**config.mk**
```make
export PLATFORM = sky130hd
export DESIGN_NAME = pipe_stall_sched
export DESIGN_NICKNAME = d
export VERILOG_FILES = /design/src/rtl/pipe_stall_sched_pkg.sv /design/src/rtl/pipe_stall_sched_sat_cnt.sv /design/src/rtl/pipe_stall_sched.sv
export SDC_FILE = /design/constraint.sdc
export NUM_CORES = 1
export LEC_CHECK = 0
export ABC_AREA = 1
export CAP_MARGIN = 10
export CORE_ASPECT_RATIO = 1.25
export CORE_MARGIN = 2
export CORE_UTILIZATION = 40
export CTS_BUF_LIST = sky130_fd_sc_hd__clkbuf_8
export CTS_CLUSTER_SIZE = 12
export DETAILED_ROUTE_END_ITERATION = 8
export GPL_TIMING_DRIVEN = 0
export PLACE_DENSITY = 0.82
export SETUP_SLACK_MARGIN = 0.05
export SYNTH_ARGS = -nofsm -noshare
export SYNTH_HDL_FRONTEND = slang
export SYNTH_HIERARCHICAL = 1
export SYNTH_SLANG_ARGS = --single-unit
export TNS_END_PERCENT = 1
```
**constraint.sdc**
```tcl
create_clock -name clk -period 1.25 [get_ports clk]
set_input_delay 0.125 -clock clk [delete_from_list [all_inputs] [get_ports clk]]
set_output_delay 0.125 -clock clk [all_outputs]
set_load 0.005 [all_outputs]
```
**src/rtl/pipe_stall_sched_pkg.sv**
```systemverilog
// Shared definitions for the pipeline stall scheduler: state encodings,
// parameter defaults and legal parameter ranges.
package pipe_sched_pkg;

   typedef enum logic [1:0] {
      ST_RUN     = 2'b00,
      ST_LDSTALL = 2'b01,
      ST_MCWAIT  = 2'b10
   } sched_state_t;

   localparam int LD_LAT_DEF     = 1;
   localparam int LD_LAT_MIN     = 1;
   localparam int LD_LAT_MAX     = 15;
   localparam int MC_MAX_CYC_DEF = 32;
   localparam int MC_MAX_CYC_MIN = 2;
   localparam int MC_MAX_CYC_MAX = 255;
   localparam int CNT_W_DEF      = 16;

   // Internal counter widths are sized for the largest legal parameter value.
   localparam int LD_CNT_W = $clog2(LD_LAT_MAX + 1);
   localparam int MC_TMR_W = $clog2(MC_MAX_CYC_MAX);

endpackage

```
**src/rtl/pipe_stall_sched_sat_cnt.sv**
```systemverilog
// Enable-driven up-counter that sticks at all-ones instead of wrapping.
module sat_cnt #(
   parameter int W = 16
) (
   input  logic         clk,
   input  logic         rst,
   input  logic         en,
   output logic [W-1:0] cnt
);

   always_ff @(posedge clk or posedge rst) begin
      if (rst) begin
         cnt <= '0;
      end else if (en && (cnt != '1)) begin
         cnt <= cnt + W'(1);
      end
   end

endmodule

```
**src/rtl/pipe_stall_sched.sv**
```systemverilog
// Hazard/stall scheduler for a 5-stage pipeline: load-use bubbles, redirect
// flushes and multicycle-op holds with a watchdog. Perf counters: PIPE_SCHED_PERF_EN.
module pipe_stall_sched
   import pipe_sched_pkg::*;
#(
   parameter int LD_LAT     = LD_LAT_DEF,
   parameter int MC_MAX_CYC = MC_MAX_CYC_DEF,
   parameter int CNT_W      = CNT_W_DEF
) (
   input  logic             clk,
   input  logic             rst,
   input  logic             ld_hazard,
   input  logic             redirect,
   input  logic             mc_start,
   input  logic             mc_done,
   output logic             we_pc_ir,
   output logic             reset_ir,
   output logic             bubble_ex,
   output logic             mc_hold,
   output logic             mc_timeout,
   output logic [1:0]       state,
   output logic [CNT_W-1:0] stall_cnt,
   output logic [CNT_W-1:0] flush_cnt
);

   sched_state_t          state_q, state_d;
   logic [LD_CNT_W-1:0]   ld_cnt_q, ld_cnt_d;
   logic [MC_TMR_W-1:0]   tmr_q, tmr_d;
   logic                  timeout_q, timeout_d;

   always_ff @(posedge clk or posedge rst) begin
      if (rst) begin
         state_q   <= ST_RUN;
         ld_cnt_q  <= '0;
         tmr_q     <= '0;
         timeout_q <= 1'b0;
      end else begin
         state_q   <= state_d;
         ld_cnt_q  <= ld_cnt_d;
         tmr_q     <= tmr_d;
         timeout_q <= timeout_d;
      end
   end

   // Only RUN looks at requests; the stall states ignore new ones until they exit.
   always_comb begin
      state_d   = state_q;
      ld_cnt_d  = ld_cnt_q;
      tmr_d     = tmr_q;
      timeout_d = timeout_q;
      we_pc_ir  = 1'b1;
      reset_ir  = 1'b0;
      bubble_ex = 1'b0;
      mc_hold   = 1'b0;
      case (state_q)
         ST_RUN: begin
            if (mc_start) begin
               we_pc_ir = 1'b0;
               tmr_d    = '0;
               state_d  = ST_MCWAIT;
            end else if (ld_hazard) begin
               we_pc_ir  = 1'b0;
               bubble_ex = 1'b1;
               if (LD_LAT > 1) begin
                  ld_cnt_d = LD_CNT_W'(LD_LAT - 1);
                  state_d  = ST_LDSTALL;
               end
            end else if (redirect) begin
               reset_ir = 1'b1;
            end
         end
         ST_LDSTALL: begin
            we_pc_ir  = 1'b0;
            bubble_ex = 1'b1;
            ld_cnt_d  = ld_cnt_q - LD_CNT_W'(1);
            if (ld_cnt_q == 1) begin
               state_d = ST_RUN;
            end
         end
         ST_MCWAIT: begin
            we_pc_ir = 1'b0;
            mc_hold  = 1'b1;
            tmr_d    = tmr_q + MC_TMR_W'(1);
            if (mc_done) begin
               state_d = ST_RUN;
            end else if (tmr_q == MC_TMR_W'(MC_MAX_CYC - 1)) begin
               timeout_d = 1'b1;
               state_d   = ST_RUN;
            end
         end
         default: begin
            state_d = ST_RUN;
         end
      endcase
      // Reset must present a free-running pipe immediately, whatever the inputs say.
      if (rst) begin
         we_pc_ir  = 1'b1;
         reset_ir  = 1'b0;
         bubble_ex = 1'b0;
         mc_hold   = 1'b0;
      end
   end

   assign state      = state_q;
   assign mc_timeout = timeout_q;

`ifdef PIPE_SCHED_PERF_EN
   sat_cnt #(.W(CNT_W)) u_stall_cnt (
      .clk (clk),
      .rst (rst),
      .en  (~we_pc_ir),
      .cnt (stall_cnt)
   );

   sat_cnt #(.W(CNT_W)) u_flush_cnt (
      .clk (clk),
      .rst (rst),
      .en  (reset_ir),
      .cnt (flush_cnt)
   );
`else
   assign stall_cnt = '0;
   assign flush_cnt = '0;
`endif

endmodule

```
# Word level (Yosys, flattened, before mapping)
# Index checks and enable logic that the tools add are counted.
[classes]
addsub = 2
n_eq_ne = 7
mux = 22
bitwise_logic = 1
n_reduce_logical = 6
[ops]
columns = ["op", "count"]
rows = [
  ["$pmux 8 s2", 1],
  ["$mux 1", 13],
  ["$add 8x1->8 const B", 1],
  ["$eq 8x5->1 const B", 1],
  ["$mux 2", 4],
  ["$mux 8", 1],
  ["$pmux 2 s3", 1],
  ["$reduce_and 3->1", 2],
  ["$eq 4x1->1 const B", 1],
  ["$ne 2x2->1 const B", 2],
  ["$pmux 1 s2", 2],
  ["$sub 4x1->4 const B", 1],
  ["$ne 3x3->1 const B", 1],
  ["$eq 2x1->1 const B", 1],
  ["$eq 2x2->1 const B", 1],
  ["$logic_not 2->1", 1],
  ["$reduce_and 2->1", 1],
  ["$reduce_bool 2->1", 1],
  ["$reduce_or 2->1", 1],
  ["$not 1->1", 1],
]
[totals]
reg_bits = 15
in_bits = 6
word_cells = 42

# Depth between registers and ports, before layout
# Gate-level depths: netlist of the first run.
[logic_depth]
word_depth = 5
depth_mapped = 6
ltp_nobuf = 6

# Worst setup path before layout of the first run
# Ideal clock, no wire load.
[synth_path]
kind = "register to register"
from = "register tmr_q[0]"
to = "register tmr_q[1]"
setup_time_ps = 121
arrival_ps = 877
required_time_ps = 1129
setup_slack_ps = 252
path_stages_with_launch = 3
path_buffers = 0
synth_period_minus_slack_ps = 998
path_cell_list = "dfrtp_1 -> ha_1 -> a22o_1"
[synth_between]
elab_chain_len = 2
[synth_rtl]
columns = ["item", "line", "source"]
rows = [
  ["from (decl)", "pipe_stall_sched.sv:28", "logic [MC_TMR_W-1:0] tmr_q, tmr_d;"],
  ["from (signal assigned)", "pipe_stall_sched.sv:40", "tmr_q <= tmr_d;"],
  ["$add 8x1->8", "pipe_stall_sched.sv:83", "tmr_d = tmr_q + MC_TMR_W'(1);"],
  ["$pmux 8 s2", "pipe_stall_sched.sv:55", "case (state_q)"],
]
# No other way between the ends.
# A chain may end at the register's enable or synchronous reset.

# Final worst setup path of the first run
[layout_path]
from = "register state_q[1] (netlist: state[1])"
to = "output port reset_ir"
[layout_between]
elab_chain_len = 3
[layout_rtl]
columns = ["item", "line", "source"]
rows = [
  ["from (decl)", "pipe_stall_sched.sv:26", "sched_state_t state_q, state_d;"],
  ["from (signal assigned)", "pipe_stall_sched.sv:38", "state_q <= state_d;"],
  ["$logic_not 2->1", "pipe_stall_sched.sv:55", ""],
  ["$mux 1", "pipe_stall_sched.sv:55", ""],
  ["$mux 1", "pipe_stall_sched.sv:96", "if (rst) begin"],
  ["to (decl)", "pipe_stall_sched.sv:17", "output logic reset_ir,"],
]
# No other way between the ends.

==> results.md, run 1 <==
- Run status: finished, violations left
- Failing checks: negative setup slack
- Crit Path Max Fanout: 4
- Post-synthesis sequential area ratio: about 30%
- Clock Latency Late Sink: 240 ps
- # IOs: 45
- Delay of the slowest critical-path stage: 380 ps
- Final hold vios: 0
- First-pass GRT wire length: 2.45 mm
- Drt drc: 0
- CTS tree: yes
- Flop-to-flop setup slack: 110 ps
- Final GP Congestion: around 0.75
- CTS sink count: 10
- Clock slew at reported path FFs: 50 ps
- Warnings from Yosys: 6
- Hold slack: 324 ps
- Root buf cell: clkbuf_8
- Buf+Inv Stages, Crit Path: 2
- Startpoint class of the critical path: flop
- Fin crit share: 100%
- Final Max Slew Viols: 0
- Critical path cell sequence: buf_6, nor2_4, nand2_2, nor2_1, buf_2
- Share of cells above drive strength 1: 36.5%
- R2r worst-path depth: 6
- HP Class: in2async
- # placed instances: 177
- Synth cell types: 18
- Worst R2R Start: state[1]
- Die H: 54.6 um
- Total global-route track usage: 13.8%
- Worst EP arrival: 1130 ps
- Tmin final: 1250 ps
- Max VDD drop: ~0.56 mV
- Required @ worst endpoint: 1120 ps
- Layout Nets: 175
- Most common cell after layout, fill and taps aside: buf_4
- Final setup viols: 1
- Yosys reg bits: 10
- Number of CTS-inserted buffers: 3
- Core Area: 1960 sq um
- # diodes: 0
- Grt total ovfl: 0
- Clk buf depth: 2
- Area of the multi-input gates: 422 sq um
- Filler cell count: roughly 190
- RSZ-0062 raised after global routing: true
- Commonest non-fill, non-tap cells in the layout: buf_4 (38), conb_1 (33), nand2_1 (23)
- Vias per std cell: 3.90
- Power Total: roughly 1.2 mW
- Master of the slowest instance on the critical path: dfrtp_1
- Mean Syn Cell Area: roughly 7.2 sq um
- Total routed wirelength: 1.55 mm
- Initial Util: 41.9%
- Die Wd: 44.5 um
- Largest net degree at the start of global routing: 7
- Register area: 250 sq um
- Site Rows: 18
- Power Density: 1010 nW/um^2
- Via count: 730
- Detail Placement HPWL: approximately 1.2 mm
- Routed len/inst: ~8.3 um
- First-pass DRT Iterations: 4
- Initial DRC count: 2
- Crit Path Category: reg2out
- Port bufs: 11
- Final setup margin: -1.97 ps
- Die area: 2430 sq um
- Post-Synthesis Cells: around 110
- Initial antenna violation count: 0
- Vias in the first global route: 623
- Leakage: about 0.66 nW
- Remaining antenna violation count: 0
- Layout area overhead: 46.2%
- Crit end category: output port
- Reg2reg end: tmr_q[3]
- Post-route insts no fill: 187
- Max Cap Viol: 0
- Skew final: 2.27 ps
- Family with the most delay on the worst path: flip-flops
- Syn Std Cell Area: 821 sq um
- H-tree levels: 1
- Fmax: 0.799 GHz
report_power, final:
group          internal (mW)  switching [mW]
clock                  0.277           0.126
combinational          0.208           0.175
sequential             0.370          0.0604
total                  0.856           0.361
synthesized netlist by cell type:
cell type / number / area [sq um]
nand2_1: 25 / 93.8
a21oi_1: 1 / 5.00
buf_6: 1 / 11.3
nand3_1: 5 / 25.0
a22o_1: 1 / 8.76
dfrtp_1: 10 / 250
o21ai_1: 1 / 5.00
nor4_1: 1 / 6.26
nor2_1: 14 / 52.6
nand2_2: 1 / 6.26
conb_1: 1 / 3.75
ha_1: 1 / 12.5
buf_4: 33 / 248
inv_1: 13 / 48.8
nor3_1: 1 / 5.00
nor2_4: 2 / 22.5
nor2_2: 1 / 6.26
o21ai_0: 2 / 10.0
routing by layer:
| metal | wire (um) | global-route usage [%] | up-vias |
|---|---|---|---|
| met1 | 620 | 14.9 | 307 |
| met5 | 0 | 0 | - |
| met2 | 761 | 24.2 | 32 |
| met4 | 29 | 7.58 | 0 |
| met3 | 133 | 3.63 | 5 |
| li1 | - | - | 386 |
worst min-delay path, cell delays in order:
cell	delay [ps]
clkdlybuf4s50_1	490
clkinvlp_4	140
buf_4	140
worst max-delay path by stage:
| stage | start | to | slack [ps] | cells after the start |
|---|---|---|---|---|
| final | state[1] | reset_ir | -2 | 5 |
| after global routing | state[1] | reset_ir | -40 | 5 |
| after CTS | state[1] | bubble_ex | -30 | 4 |
| after detailed placement | rst | reset_ir | -550 | 5 |
| after global placement | rst | reset_ir | -490 | 5 |
| after floorplan | tmr_q[0] | tmr_q[1] | 250 | 2 |
cells by family after synthesis:
family	after synthesis	synth area share, %
AO/OA/AOI/OAI	5	3.51
adder cells (fa/ha/maj)	1	1.52
buffers and inverters	47	37.5
flip-flops	10	30.5
other	1	0.457
AND/OR/NAND/NOR	50	26.5
state kept, by name (all words and copies together) (netlist names):
| signal | flops |
|---|---|
| mc_timeout | 1 |
| state | 1 |
| tmr_q | 8 |
stage by stage:
stage / instance area [sq um] / setup TNS [ps] / setup WS, ps / util (%)
2_1_floorplan: 941 / 0 / 252 / -
5_1_grt: 1200 / -73.8 / -45.0 / 61.2
3_5_place_dp: 1080 / -1190 / -548 / 54.9
4_1_cts: 1160 / -61.9 / -27.5 / 59.5
3_3_place_gp: 1080 / -1110 / -490 / 54.9
6_report: 1200 / -1.97 / -1.97 / 61.2
cell type report:
cell class,count,share of cell area (%)
inverters,13,4.38
repair buffers,17,11.4
multi-input cells,89,35.1
flip-flops and latches,10,20.9
well taps,20,2.09
clock buffers,4,4.59
plain buffers,34,21.6
what timing repair did:
action,in CTS,in global routing
setup endpoints to repair,6,10
resized for setup,18,11
hold buffers,0,0
buffers inserted,5,1
pin swaps,4,8
Note: power is estimated with default switching activity, not from simulation.
==> inputs of run 2 (changes only) <==
Settings changed: HOLD_SLACK_MARGIN from default to 0.02, REMOVE_ABC_BUFFERS from default to 1.
==> results.md, run 2 (same netlist as run 1, synthesis figures left out) <==
- Run status: finished, violations left (unchanged)
- Failing checks: negative setup slack (unchanged)
- Startpoint class of the critical path: flop (unchanged)
- Final setup viols: 1 (unchanged)
- Max Cap Viol: 0 (unchanged)
- Required @ worst endpoint: 1120 ps (about the same)
- Final Cell Area: 953 sq um (was 1200 sq um)
- Most common cell after layout, fill and taps aside: conb_1 (was buf_4)
- First-pass DRT Iterations: 4 (unchanged)
- Initial Util: 41.9% (unchanged)
- Max reg flops: 8 (unchanged)
- RSZ-0062 raised after global routing: true (unchanged)
- Delay of the slowest critical-path stage: 420 ps (was 380 ps)
- Crit end category: output port (unchanged)
- H-tree levels: 1 (unchanged)
- Critical path cell sequence: buf_6, nor2_4, nand2_2, nor2_1, buf_2 (unchanged)
- Die Wd: 44.5 um (unchanged)
- Site Rows: 18 (unchanged)
- Vias in the first global route: 589 (was 623)
- Die H: 54.6 um (unchanged)
- Die area: 2430 sq um (unchanged)
- Layout Nets: 143 (was 175)
- Final hold vios: 0 (unchanged)
- Filler cell count: 180 (was 185)
- Final core occ: 48.7% (was 61.2%)
- Commonest non-fill, non-tap cells in the layout: conb_1 (33), nand2_1 (24), nor2_1 (12) (was buf_4 (38), conb_1 (33), nand2_1 (23))
- Final setup margin: -19.6 ps (was -1.97 ps)
- Power Density: 1130 nW/um^2 (was 1010 nW/um^2)
- Area after DPL: 817 sq um (was 1080 sq um)
- Final Max Slew Viols: 0 (unchanged)
- # IOs: 45 (unchanged)
- Clk buf depth: 2 (unchanged)
- Total global-route track usage: 14.7% (was 13.8%)
- Total routed wirelength: 1.53 mm (was 1.55 mm)
- Grt total ovfl: 0 (unchanged)
- Drt drc: 0 (unchanged)
- Initial antenna violation count: 0 (unchanged)
- Share of cells above drive strength 1: 20.9% (was 36.5%)
- Skew final: 1.75 ps (was 2.27 ps)
- Worst EP arrival: 1140 ps (was 1130 ps)
- Vias per std cell: 4.21 (was 3.90)
- Fin crit share: 102% (was 100%)
- Master of the slowest instance on the critical path: dfrtp_2 (was dfrtp_1)
- Hold slack: 153 ps (was 324 ps)
- Most flop-heavy register: tmr_q (unchanged)
- Core Area: 1960 sq um (unchanged)
- Layout area overhead: 16.2% (was 46.2%)
- CTS sink count: 10 (unchanged)
- CTS tree: yes (unchanged)
- Via count: 648 (was 730)
- Crit Path Category: reg2out (unchanged)
- Number of CTS-inserted buffers: 3 (unchanged)
- Max VDD drop: 0.789 mV (was 0.562 mV)
- Setup TNS: -19.6 ps (was -1.97 ps)
- Root buf cell: clkbuf_8 (unchanged)
- Final GP Congestion: 0.821 (was 0.750)
- Routed len/inst: 9.95 um (was 8.26 um)
- Port bufs: 11 (unchanged)
- Initial DRC count: 3 (was 2)
- # diodes: 0 (unchanged)
- Fmax: 0.788 GHz (was 0.799 GHz)
- Largest net degree at the start of global routing: 11 (was 7)
- Tmin final: 1270 ps (was 1250 ps)
- Remaining antenna violation count: 0 (unchanged)
- Leakage: 0.491 nW (was 0.660 nW)
- Detail Placement HPWL: 1.10 mm (was 1.19 mm)
- First-pass GRT wire length: 2.54 mm (was 2.45 mm)
- Crit Path Max Fanout: 3 (was 4)
- HP Class: in2async (unchanged)
- Clock Latency Late Sink: 240 ps (about the same)
- Clock slew at reported path FFs: 40 ps (was 50 ps)
run 2: path summary, 6_finish.rpt:
path | start | end | slack (ps) | cells after the start
max | state[1] | reset_ir | -20 | 5
min | rst | state[1] | 150 | 3
max reg2reg | state[1] | tmr_q[5] | 60 | 8
min reg2reg | mc_timeout | mc_timeout | 470 | 2
max in group asynchronous | rst | state[1] | 940 | 3
min in group clk | mc_timeout | mc_timeout | 470 | 2
run 2: metrics by stage:
step | total power, mW | std cells | setup WS (ps)
after floorplan | 0.569 | 112 | 248
after global placement | 0.636 | 143 | -512
after detailed placement | 0.653 | 143 | -546
after CTS | 1.06 | 154 | 17.2
after global routing | 1.16 | 154 | -36.8
final | 1.08 | 154 | -19.6
run 2: per-layer routing:
metal | wire length, um | GRT usage [%] | vias to the layer above | part of all wire (%)
met3 | 96 | 3.96 | 3 | 6.3
met5 | 0 | 0 | - | 0
li1 | - | - | 319 | -
met4 | 29 | 7.58 | 0 | 1.9
met1 | 590 | 15.1 | 300 | 38
met2 | 817 | 26.8 | 26 | 53
run 2: final cells by class:
cell class | count | area [sq um] | area share [%]
clock buffer | 3 | 41.3 | 4.33
inverter | 13 | 55.1 | 5.77
multi-input combinational | 89 | 418 | 43.8
sequential | 10 | 251 | 26.4
tap | 20 | 25.0 | 2.62
timing repair buffer | 19 | 163 | 17.1
run 2: worst max-delay path, delay by kind of cell, from the launching register on:
family / cells / cell delay (ps)
and+or+nand+nor: 3 / 240
buffers and inverters: 2 / 250
DFF: 1 / 420
run 2: report_power, final:
part	internal [mW]	switching, mW
clock network	0.210	0.122
registers	0.372	0.0596
logic	0.148	0.169
run 2: what timing repair did:
| item | CTS | global route |
|---|---|---|
| setup endpoints to repair | 6 | 11 |
| hold buffers | 0 | 0 |
| setup buffers | 8 | 0 |
| pin swaps | 3 | 2 |
| resized for setup | 35 | 5 |
